==> src/rtl/pole_mac_scheduler.sv <==
// Time-multiplexed 7-tap pole section: one shared signed multiplier is sequenced
// over the delay line per accepted sample, with a runtime-writable coefficient bank.
module pole_mac_scheduler #(
    parameter int NTAP = 7,
    parameter int DW   = 12,
    parameter int AW   = 26
) (
    input  logic                 clk,
    input  logic                 rst_n,
    input  logic signed [DW-1:0] Yin,
    input  logic                 in_valid,
    output logic                 in_ready,
    output logic signed [AW-1:0] Yout,
    output logic                 out_valid,
    input  logic                 out_ready,
    input  logic                 coe_we,
    input  logic [2:0]           coe_addr,
    input  logic signed [DW-1:0] coe_wdata,
    output logic                 coe_err
);

    typedef enum logic [1:0] {IDLE, MAC, DONE} state_t;

    localparam logic [2:0] LAST = 3'(NTAP - 1);
    localparam logic signed [DW-1:0] COE_RST [NTAP] = '{
        12'sd272, 12'sd609, 12'sd250, 12'sd189, 12'sd49, 12'sd13, 12'sd1
    };

    state_t                 state, state_nxt;
    logic signed [DW-1:0]   dly [NTAP];
    logic signed [DW-1:0]   coe [NTAP];
    logic signed [AW-1:0]   acc;
    logic [2:0]             tap;
    logic signed [2*DW-1:0] prod;
    logic signed [AW-1:0]   prod_ext;

    always_comb begin
        prod     = coe[tap] * dly[tap];
        prod_ext = {{(AW-2*DW){prod[2*DW-1]}}, prod};
    end

    assign in_ready = (state == IDLE);

    always_ff @(posedge clk or negedge rst_n) begin
        if (!rst_n) state <= IDLE;
        else        state <= state_nxt;
    end

    always_comb begin
        state_nxt = state;
        case (state)
            IDLE:    if (in_valid)     state_nxt = MAC;
            MAC:     if (tap == LAST)  state_nxt = DONE;
            DONE:    if (out_ready)    state_nxt = IDLE;
            default:                   state_nxt = IDLE;
        endcase
    end

    always_ff @(posedge clk or negedge rst_n) begin
        if (!rst_n) begin
            for (int unsigned k = 0; k < NTAP; k++) begin
                dly[k] <= '0;
                coe[k] <= COE_RST[k];
            end
            acc       <= '0;
            tap       <= '0;
            Yout      <= '0;
            out_valid <= 1'b0;
            coe_err   <= 1'b0;
        end else begin
            // Busy-time writes are flagged whatever the address; idle writes to 7 are silently ignored.
            coe_err <= coe_we && (state != IDLE);
            if (state == IDLE && coe_we && coe_addr <= LAST)
                coe[coe_addr] <= coe_wdata;
            case (state)
                IDLE: begin
                    if (in_valid) begin
                        for (int unsigned k = NTAP - 1; k > 0; k--)
                            dly[k] <= dly[k-1];
                        dly[0] <= Yin;
                        acc    <= '0;
                        tap    <= '0;
                    end
                end
                MAC: begin
                    acc <= acc + prod_ext;
                    tap <= tap + 3'd1;
                    if (tap == LAST) begin
                        Yout      <= acc + prod_ext;
                        out_valid <= 1'b1;
                    end
                end
                DONE: begin
                    if (out_ready) out_valid <= 1'b0;
                end
                default: ;
            endcase
        end
    end

endmodule

==> config.mk <==
export PLATFORM = sky130hd
export DESIGN_NAME = pole_mac_scheduler
export DESIGN_NICKNAME = d
export VERILOG_FILES = /design/src/rtl/pole_mac_scheduler.sv
export SDC_FILE = /design/constraint.sdc
export NUM_CORES = 1
export LEC_CHECK = 0
export ABC_CLOCK_PERIOD_IN_PS = 13400
export CORE_MARGIN = 1.5
export CORE_UTILIZATION = 25
export CTS_CLUSTER_DIAMETER = 80
export CTS_CLUSTER_SIZE = 16
export DETAILED_ROUTE_END_ITERATION = 8
export REMOVE_ABC_BUFFERS = 1
export SLEW_MARGIN = 20
export SYNTH_ARGS = -nofsm -noshare
export SYNTH_HDL_FRONTEND = slang
export SYNTH_SLANG_ARGS = --single-unit
==> constraint.sdc <==
create_clock -name clk -period 13.4 [get_ports clk]
set_clock_uncertainty 0.2 [all_clocks]
set_input_delay 2.68 -clock clk [delete_from_list [all_inputs] [get_ports clk]]
set_output_delay 2.68 -clock clk [all_outputs]
set_load 0.01 [all_outputs]
======== Word level (Yosys, flattened, before mapping) ========
Index checks and enable logic that the tools add are counted.
operators by class
  equal/unequal tests ..................... 6
  bitwise gates (word level) .............. 2
  add/sub/neg operators ................... 2
  $mul .................................... 1
  multiplexer cells ....................... 20
  magnitude comparators ................... 4
  reduce and logical (&&, ||, !) cells .... 13
operators with widths
  operator               number
  $bwmux W84             1
  $bmux W12 S3           2
  $mux W12               5
  $pmux W26 S2           1
  $demux W12 S3          1
  $add A26 B24 Y26       1
  $mux W26               1
  $mul A12 B12 Y24       1
  $ge A4 B4 Y1 const B   2
  $not A3 Y4             2
  $mux W2                3
  $ne A2 B2 Y1 const B   3
  $pmux W2 S3            1
  $pmux W3 S2            1
  $reduce_and A2 Y1      3
  $reduce_and A3 Y1      2
  $reduce_bool A2 Y1     3
  $logic_and A1 B1 Y1    4
  $lt A4 B1 Y1 const B   1
  $add A3 B1 Y3 const B  1
  $eq A3 B3 Y1 const B   1
  $le A3 B3 Y1 const B   1
  $mux W3                1
  $eq A2 B1 Y1 const B   1
  4 further kinds        5
word-level totals
  word-level logic and storage cells ...... 68
  bits in registers ....................... 227
  bits of input ports ..................... 32

======== Longest topological paths before layout ========
  depth after elaboration ................. 7
  gate-level depth with buffers ........... 29
  depth with buffers taken out ............ 25

======== Least setup slack after synthesis ========
No wires, ideal clock.
  path type ............................... flip-flop to flip-flop
  start point ............................. reg tap[0]
  end point ............................... reg Yout[24]
  library setup time ...................... 127 ps
  cell stages (with the launch flop) ...... 25
  arrival ................................. 6360 ps
  path slack .............................. 6712 ps
  data required time ...................... 13073 ps
  buffers on the path ..................... 2
  cell sequence ........................... dfrtp_1 buf_6 buf_8 mux2i_1 nor2_1 a21oi_1 a21oi_2 inv_1 nor2_1 inv_1 fa_1 fa_1 inv_1 fa_1 fa_1 fa_1 ha_1 ha_1 and3_1 a211o_1 a21oi_2 a31oi_4 o31ai_2 xor2_1 o21ai_1
between the ends
  cells in the longest elaborated chain, start to end .. 6
  elaborated cells between the ends (all ways) .. 11
  those cells by class .................... add/sub (1); mul (1); eq/ne (1); mux (6); bitwise (1); reduce/logical (1)
ends and longest elaborated chain
  what                                         RTL line  RTL
  start, declared                              33        logic [2:0] tap;
  start signal, assigned                       87        tap <= tap + 3'd1;
  $not A3 Y4 (not written as such)             38        prod = coe[tap] * dly[tap];
  $bmux W12 S3                                 38
  $mux W12 (not written as such) (2 in a row)  38
  $mul A12 B12 Y24                             38
  $add A26 B24 Y26                             89        Yout <= acc + prod_ext;
  end signal, assigned                         89
  end, declared                                13        output logic signed [AW-1:0] Yout,
Parallel ways exist; a longest one is shown, timed or not. The select of a mux whose other input is x is not followed.
A chain may end at the register's enable or synchronous reset.

======== Final worst setup path ========
  start point ............................. reg tap[1]
  end point ............................... reg Yout[24]
Same word-level chain as after synthesis.

==> results.md <==
* Period utilization at 0.618
* Synthesized flop and latch total at 227
* Global placer's final weighted congestion at slightly below 0.9
* Critical path startpoint category: register
* Filler cells at 6762
* Vias in the first global route at 11800
* Die Ht at 259 um
* Die area at 67200 um2
* Die width at 259 um
* Netlist Area Pre-Place at 16400 um2
* Worst min-delay path class: reg -> reg
* FP Rows at 93
* CP required at between 10 and 15 ns
* Clock edge transition at the registers on the reported setup and hold paths at 0.07 ns
* Period minus WS final at 8.28 ns
* Max cap viols at 0
* Cts hold-fix bufs at 0
* Ys flop type: dfrtp_1
* Initial antenna violation count at 1
* Delay-heaviest family, CP: adder cells
* Largest net degree at the start of global routing at 92
* CP endpoint kind: register
* Post-synthesis sequential area ratio at 0.348
* Dpl cell area at between 15000 and 20000 um2
* Antenna-violating nets left at 0
* H-Tree Level Count at 1
* RSZ-0062 raised after global routing: no
* Io pins at 61
* Vias per Instance at 4.38
* Slew Limit Fails at 0
* CP Buf/Inv Count at 5
* HPWL Detailed at 28400 um
* Initial core utilization at 0.254
* # clock sinks at 227
* Outcome: completed
* Distinct cells, synth at 52
* Via Count at around 11000
* Post-route cell area at 18500 um2
* Grt ovf at 0
* Layout cells sized above 1 at 0.124
* Area Overhead vs Synth at 12.5%
* CTS resizes at 0
* Ant. Diodes at 0
* Drt total wl at between 30000 and 40000 um
* Root buf cell: clkbuf_16
* Slew @ Worst Pin at about 1.1 ns
* Setup bufs post-CTS at 0
* Crit Path Max Fanout at 52
* Async S/R FF share, synth at 1.00
* Avg WL per Cell at between 15 and 20 um
* Global-route wire length before repair at 64100 um
* Initial DRC Count at 635
* Overall Global Routing Usage at 0.118
* CTS Buf Count at 19
* Critical path cell sequence: buf_4, nor2b_1, buf_4, a21oi_1, a21oi_2, inv_1, nor2_1, inv_1, fa_1, fa_1, inv_1, fa_1, fa_1, fa_1, ha_1, ha_1, and3_1, a211o_1, a21oi_2, a31oi_4, o31ai_2, xor2_1, o21ai_1
* Synthesized area per cell at 10.1 um2
* Setup CP Type: reg -> reg
* CP most frequent cell: fa_1
* TNS Setup at 0 ns
* Max Clk Rate at 121 MHz
* Port bufs at 60
* Number of flops mapped to enable cells by yosys at 0
* CTS tree: yes
* Skew-Pair Late Insertion Delay at 0.54 ns
* Max-slew headroom at 0.295
* Final hold vios at 0
* TritonRoute pass-1 iters at 6
* Post-synthesis cell count at approximately 1600
* Clk buf depth at 3
* Core Box Area at 64700 um2
* Worst EP arrival at approximately 8.5 ns
* Final #Nets at just under 2000
* Slowest stage delay, CP at between 1 and 1.5 ns
* Worst path slowest cell: fa_1
* # DRC at 0
* Synth Warn # at 0
* Setup-failing EPs final at 0
[cells in the mapped netlist, types with 11 or more instances]
library cell / count / area, um2
o21ai_0: 55 / 275
nor2_1: 115 / 432
mux4_2: 23 / 518
fa_1: 171 / 3420
xnor2_1: 15 / 131
dfstp_2: 25 / 657
o21ai_1: 11 / 55.1
a21oi_1: 41 / 205
buf_2: 24 / 120
clkbuf_1: 36 / 135
ha_1: 72 / 901
mux2i_1: 24 / 240
nand2_1: 373 / 1400
nand3_1: 21 / 105
mux2_2: 89 / 1000
a21o_1: 15 / 113
dfrtp_1: 202 / 5050
inv_1: 197 / 739
xor2_1: 12 / 105
[flip-flops by register name (all words and copies together), names as in the netlist]
name       cells
coe           84
dly           84
Yout          26
acc           26
tap            3
state          2
coe_err        1
out_valid      1
[layout make-up]
class / count / area [um2] / area share
multi-input cells: 1124 / 9620 / 0.521
flip-flops and latches: 227 / 5720 / 0.310
well taps: 855 / 1070 / 0.0579
repair buffers: 79 / 752 / 0.0407
inverters: 198 / 743 / 0.0403
clock buffers: 29 / 513 / 0.0278
clock inverters: 5 / 45.0 / 0.00244
[cells by family (layout without fill, tap and decap cells)]
group           Yosys count  count (layout)  share of synthesized area
fa+ha+maj               243             243                      0.263
mux                     137             137                      0.109
xor+xnor                 27              27                     0.0144
compound gates          170             170                     0.0653
simple gates            547             547                      0.133
flops                   227             227                      0.348
buf+inv                 268             311                     0.0668
[metrics by stage]
stage          hold slack (ns)  std cells   util  worst slack (ns)
2_1_floorplan            0.246       1549      -              4.83
3_3_place_gp             0.257       2483  0.277              5.36
3_5_place_dp             0.262       2483  0.277              5.16
4_1_cts                  0.280       2517  0.285              5.13
5_1_grt                  0.300       2517  0.285              4.51
6_report                 0.276       2517  0.285              5.12
[layout by cell type (no fill, tap or decap), drive strengths merged, types with 29 or more instances in the layout]
cell type and instances:
clkdlybuf4s50 59, nor2 115, ha 72, fa 171
inv 201, dfrtp 202, mux2 89, o21ai 67
nand2 373, a21oi 48, clkbuf 29
[per-layer routing]
layer | wire length (um) | vias up | global-route usage
li1 | - | 5191 | -
met1 | 17100 | 5605 | 0.155
met2 | 18900 | 181 | 0.207
met3 | 1310 | 46 | 0.0148
met4 | 779 | 2 | 0.0263
met5 | 13 | - | 0
[final timing paths]
kind	startpoint	depth (start not counted)	slack, ns	to
min	dly[6]	2	0.28	dly[6]
min reg2reg	dly[6]	2	0.28	dly[6]
max in group asynchronous	rst_n	3	9.05	dly[59]
max	tap[1]	23	5.12	Yout[24]
min in group asynchronous	rst_n	1	1.94	Yout[6]
max reg2reg	tap[1]	23	5.12	Yout[24]
[worst min-delay path, cell delays in order, from the launching register on]
cell     delay [ns]
dfrtp_1        0.34
nand2_1        0.05
nand2_1        0.05
Power is not shown: default switching activity piles up to over one toggle a cycle in this logic, so the estimate is an artifact.
==> variant 1 (same flow settings) <==
`AW`: 26 -> 52.
--- a/src/rtl/pole_mac_scheduler.sv
+++ b/src/rtl/pole_mac_scheduler.sv
@@ -3,7 +3,7 @@
 module pole_mac_scheduler #(
     parameter int NTAP = 7,
     parameter int DW   = 12,
-    parameter int AW   = 26
+    parameter int AW   = 52
 ) (
     input  logic                 clk,
     input  logic                 rst_n,
Interface: changed (resized Yout); port bits go from 61 to 87. The function was not compared with the original's and may differ.
==> variant 1 against the unedited design <==
  * Setup slack got worse by 1.4 ns
  * Routed wire length grew 45%
  * Sequential share of layout area is 3.8 points lower
  * Area after synthesis increased by 39%
  * Design area increased by 40%
  * Critical path depth grew 1
  * Sequential cell count increased by 52
  * Critical path type unchanged
  * Highest routed layer is now met4
Power is not shown: default switching activity piles up to over one toggle a cycle in this logic, so the estimate is an artifact.
==> variant 1: results (changes against the unedited design) <==
* Critical-path maximum fanout at 33 (-37%)
* Synth Area in Compound Gates at 8.49% (+2.0 points)
* First-pass GRT wire length at 92.8 mm (+45%)
* Initial DRT Pass Iterations at 5 (-1)
* Share of cells above drive strength 1 at 9.99% (-2.4 points)
* Post-Synth XOR/XNOR Area at 1.99% (+0.55 points)
* Gpl congestion at 0.879 (-0.33%)
* Distinct cell type count after synthesis at 69 (+33%)
* Layout Nets at 2,776 (+44%)
* Initial antenna violation count at 0 (-1)
* Largest net degree at the start of global routing at 157 (+71%)
* Synth cell count leaders: nand2_1 (436), inv_1 (321), fa_1 (275), dfrtp_1 (254), ha_1 (125)
* Total GRT Usage at 12.3% (+0.47 points)
* Final HPWL from detailed placement at 40.8 mm (+44%)
* Register area share after synthesis at 30.7% (-4.1 points)
* Worst skew pair latency at 0.61 ns (+0.07 ns)
* Status: complete, no violations
* Slowest stage delay, CP at 0.80 ns (-0.23 ns)
* Worst Max-Slew Pin Slew at 1.12 ns (+0.0582 ns)
* CP max-delay cell: a21oi_1
* Longest Clk Path Bufs at 3 (unchanged)
* CP Data Arrival Time at 9.94 ns (+1.46 ns)
* Multiplexer share of the synthesized area at 7.85% (-3.0 points)
* Avg Vias per Cell at 4.49 (+2.6%)
* Post-Synth Adder-Cell Area at 30.9% (+4.6 points)
[variant 1: changes by cell type after synthesis, moves of 42 or more]
cell     unedited run  this run
dfrtp_1           202       254
o21ai_0            55       101
nand3_1            21        63
fa_1              171       275
inv_1             197       321
nand2_1           373       436
ha_1               72       125
a21oi_1            41        88
[variant 1: path summary, 6_finish.rpt]
kind                         start  endpoint  slack [ns]  cells after the start
max                         tap[1]  Yout[47]        3.72                     24
min                        dly[54]   dly[42]        0.27                      2
max reg2reg                 tap[1]  Yout[47]        3.72                     24
min reg2reg                dly[54]   dly[42]        0.27                      2
max in group asynchronous    rst_n   acc[38]        9.16                      3
min in group asynchronous    rst_n   coe_err        1.81                      1
[variant 1: logic make-up (layout without fill, tap and decap cells)]
group | after synthesis | count (layout)
muxes | 138 | 138
AOI/OAI and AO/OA | 317 | 317
xor gates and xnor gates | 52 | 52
DFF | 279 | 279
and+or+nand+nor | 700 | 700
buffers and inverters | 425 | 476
adders and majority gates | 400 | 400
[variant 1: metal layers]
metal | up-vias | part of all wire [%] | GRT usage, %
li1 | 7495 | - | -
met2 | 317 | 47 | 20.2
met5 | - | 0 | 0
met1 | 8023 | 46 | 17.2
met3 | 58 | 4.6 | 1.78
met4 | 0 | 2.0 | 2.55
[variant 1: metrics by stage]
stage | cell area, um2 | setup slack [ns] | utilization (%) | cells | hold slack, ns
after detailed placement | 25000 | 3.26 | 27.6 | 3491 | 0.263
after global routing | 25800 | 2.98 | 28.6 | 3538 | 0.300
after global placement | 25000 | 3.49 | 27.6 | 3491 | 0.259
final | 25800 | 3.72 | 28.6 | 3538 | 0.274
after CTS | 25800 | 3.23 | 28.6 | 3538 | 0.279
after floorplan | 22400 | 3.38 | - | 2207 | 0.246
[variant 1: critical path, delay by kind of cell (launching register included)]
| kind | cells | cell delay (ns) |
|---|---|---|
| buf+inv | 4 | 1.73 |
| flops | 1 | 0.63 |
| fa+ha+maj | 7 | 3.45 |
| xor+xnor | 1 | 0.22 |
| simple gates | 2 | 0.57 |
| compound gates | 10 | 2.67 |
[variant 1: cell type report]
class / instances / area [um2]
Sequential cell: 279 / 7020
Timing Repair Buffer: 108 / 1040
Inverter: 321 / 1200
Clock buffer: 35 / 716
Clock inverter: 12 / 149
Fill cell: 9501 / 64500
Tap cell: 1176 / 1470
Multi-Input combinational cell: 1607 / 14200
==> variant 2 (config.mk and constraints unchanged) <==
Without the edit above. The 3 states of `state_t` get a one-hot encoding in 3 bits.
--- a/src/rtl/pole_mac_scheduler.sv
+++ b/src/rtl/pole_mac_scheduler.sv
@@ -19,7 +19,7 @@
     output logic                 coe_err
 );
 
-    typedef enum logic [1:0] {IDLE, MAC, DONE} state_t;
+    typedef enum logic [2:0] {IDLE = 3'b001, MAC = 3'b010, DONE = 3'b100} state_t;
 
     localparam logic [2:0] LAST = 3'(NTAP - 1);
     localparam logic signed [DW-1:0] COE_RST [NTAP] = '{
Formal check against the unedited RTL: same outputs for any inputs over 4 cycles, from zero or initial values and one cycle with rst_n low; so few cycles prove little.
==> variant 2 against the unedited design <==
  * Routed wire length decreased by 2.7%
  * Area after synthesis increased by 1.4%
  * Sequential share of layout area decreased by 0.26 points
  * Non-clock buffer count decreased by 2
  * Sequential cell count increased by 1
  * Setup slack got worse by 0.19 ns
  * Design area increased by 1.3%
  * Critical path type unchanged
Power is not shown: default switching activity piles up to over one toggle a cycle in this logic, so the estimate is an artifact.
==> variant 2: results (changes against the unedited design) <==
* Post-route cell area at 18,700 um2 (+1.3%)
* Final HPWL from detailed placement at 28.0 mm (-1.3%)
* Routing usage on met3 at 1.80% (+0.32 points)
* Met1 WL at 18.0 mm (+5.4%)
* Top Layer Used: met4
* Worst reg2reg path depth at 21 (-8.7%)
* Gate count of the mapped netlist at 1,460 (-9.8%)
* Met1 GRT Util at 15.8% (+0.33 points)
* Avg Vias per Cell at 4.36 (-0.43%)
* Metal3 WL at 1.30 mm (-1.4%)
* # fillers at 6,775 (+0.19%)
* Post-Synth XOR/XNOR Area at 1.37% (-0.073 points)
* Status: complete, no violations
* Gpl congestion at 0.856 (-2.9%)
* Pre-CTS WS at 4.88 ns (-0.281 ns)
* Slowest stage delay, CP at 1.06 ns (+0.03 ns)
* Register area share after synthesis at 34.5% (-0.34 points)
* Hold Crit Start: Yout[16]
* Area contributors post-synth: dfrtp_1 (30%), fa_1 (21%), mux2_2 (10%), ha_1 (5.4%), inv_1 (4.2%)
* Layout Nets at 1,770 (-8.0%)
* CP Data Arrival Time at 8.68 ns (+0.20 ns)
* Initial DRT Pass Iterations at 5 (-1)
* Distinct cell type count after synthesis at 65 (+25%)
* Post-Synth Adder-Cell Area at 26.0% (-0.38 points)
* Hold WS at 0.279 ns (+0.00354 ns)
-- variant 2: area by class of cell --
| type | count | area share (%) |
|---|---|---|
| multi-input combinational | 980 | 52.7 |
| inverter | 189 | 3.79 |
| timing repair buffer | 77 | 3.92 |
| clock buffer | 27 | 2.76 |
| tap | 864 | 5.78 |
| sequential | 228 | 30.7 |
| clock inverter | 6 | 0.361 |
-- variant 2: how the worst max path moves through the flow --
stage / startpoint / end / slack [ns]
after CTS: tap[1] / acc[24] / 4.93
after global routing: tap[1] / Yout[22] / 4.49
after global placement: tap[1] / acc[24] / 4.98
final: tap[1] / Yout[24] / 4.94
after detailed placement: tap[1] / acc[24] / 4.88
after floorplan: tap[0] / acc[24] / 5.03
-- variant 2: cells by family after synthesis --
logic type / after synthesis
adder cells (fa/ha/maj): 243
buffers and inverters: 252
AO/OA/AOI/OAI: 165
XOR/XNOR: 26
flip-flops: 228
AND/OR/NAND/NOR: 322
multiplexers: 224
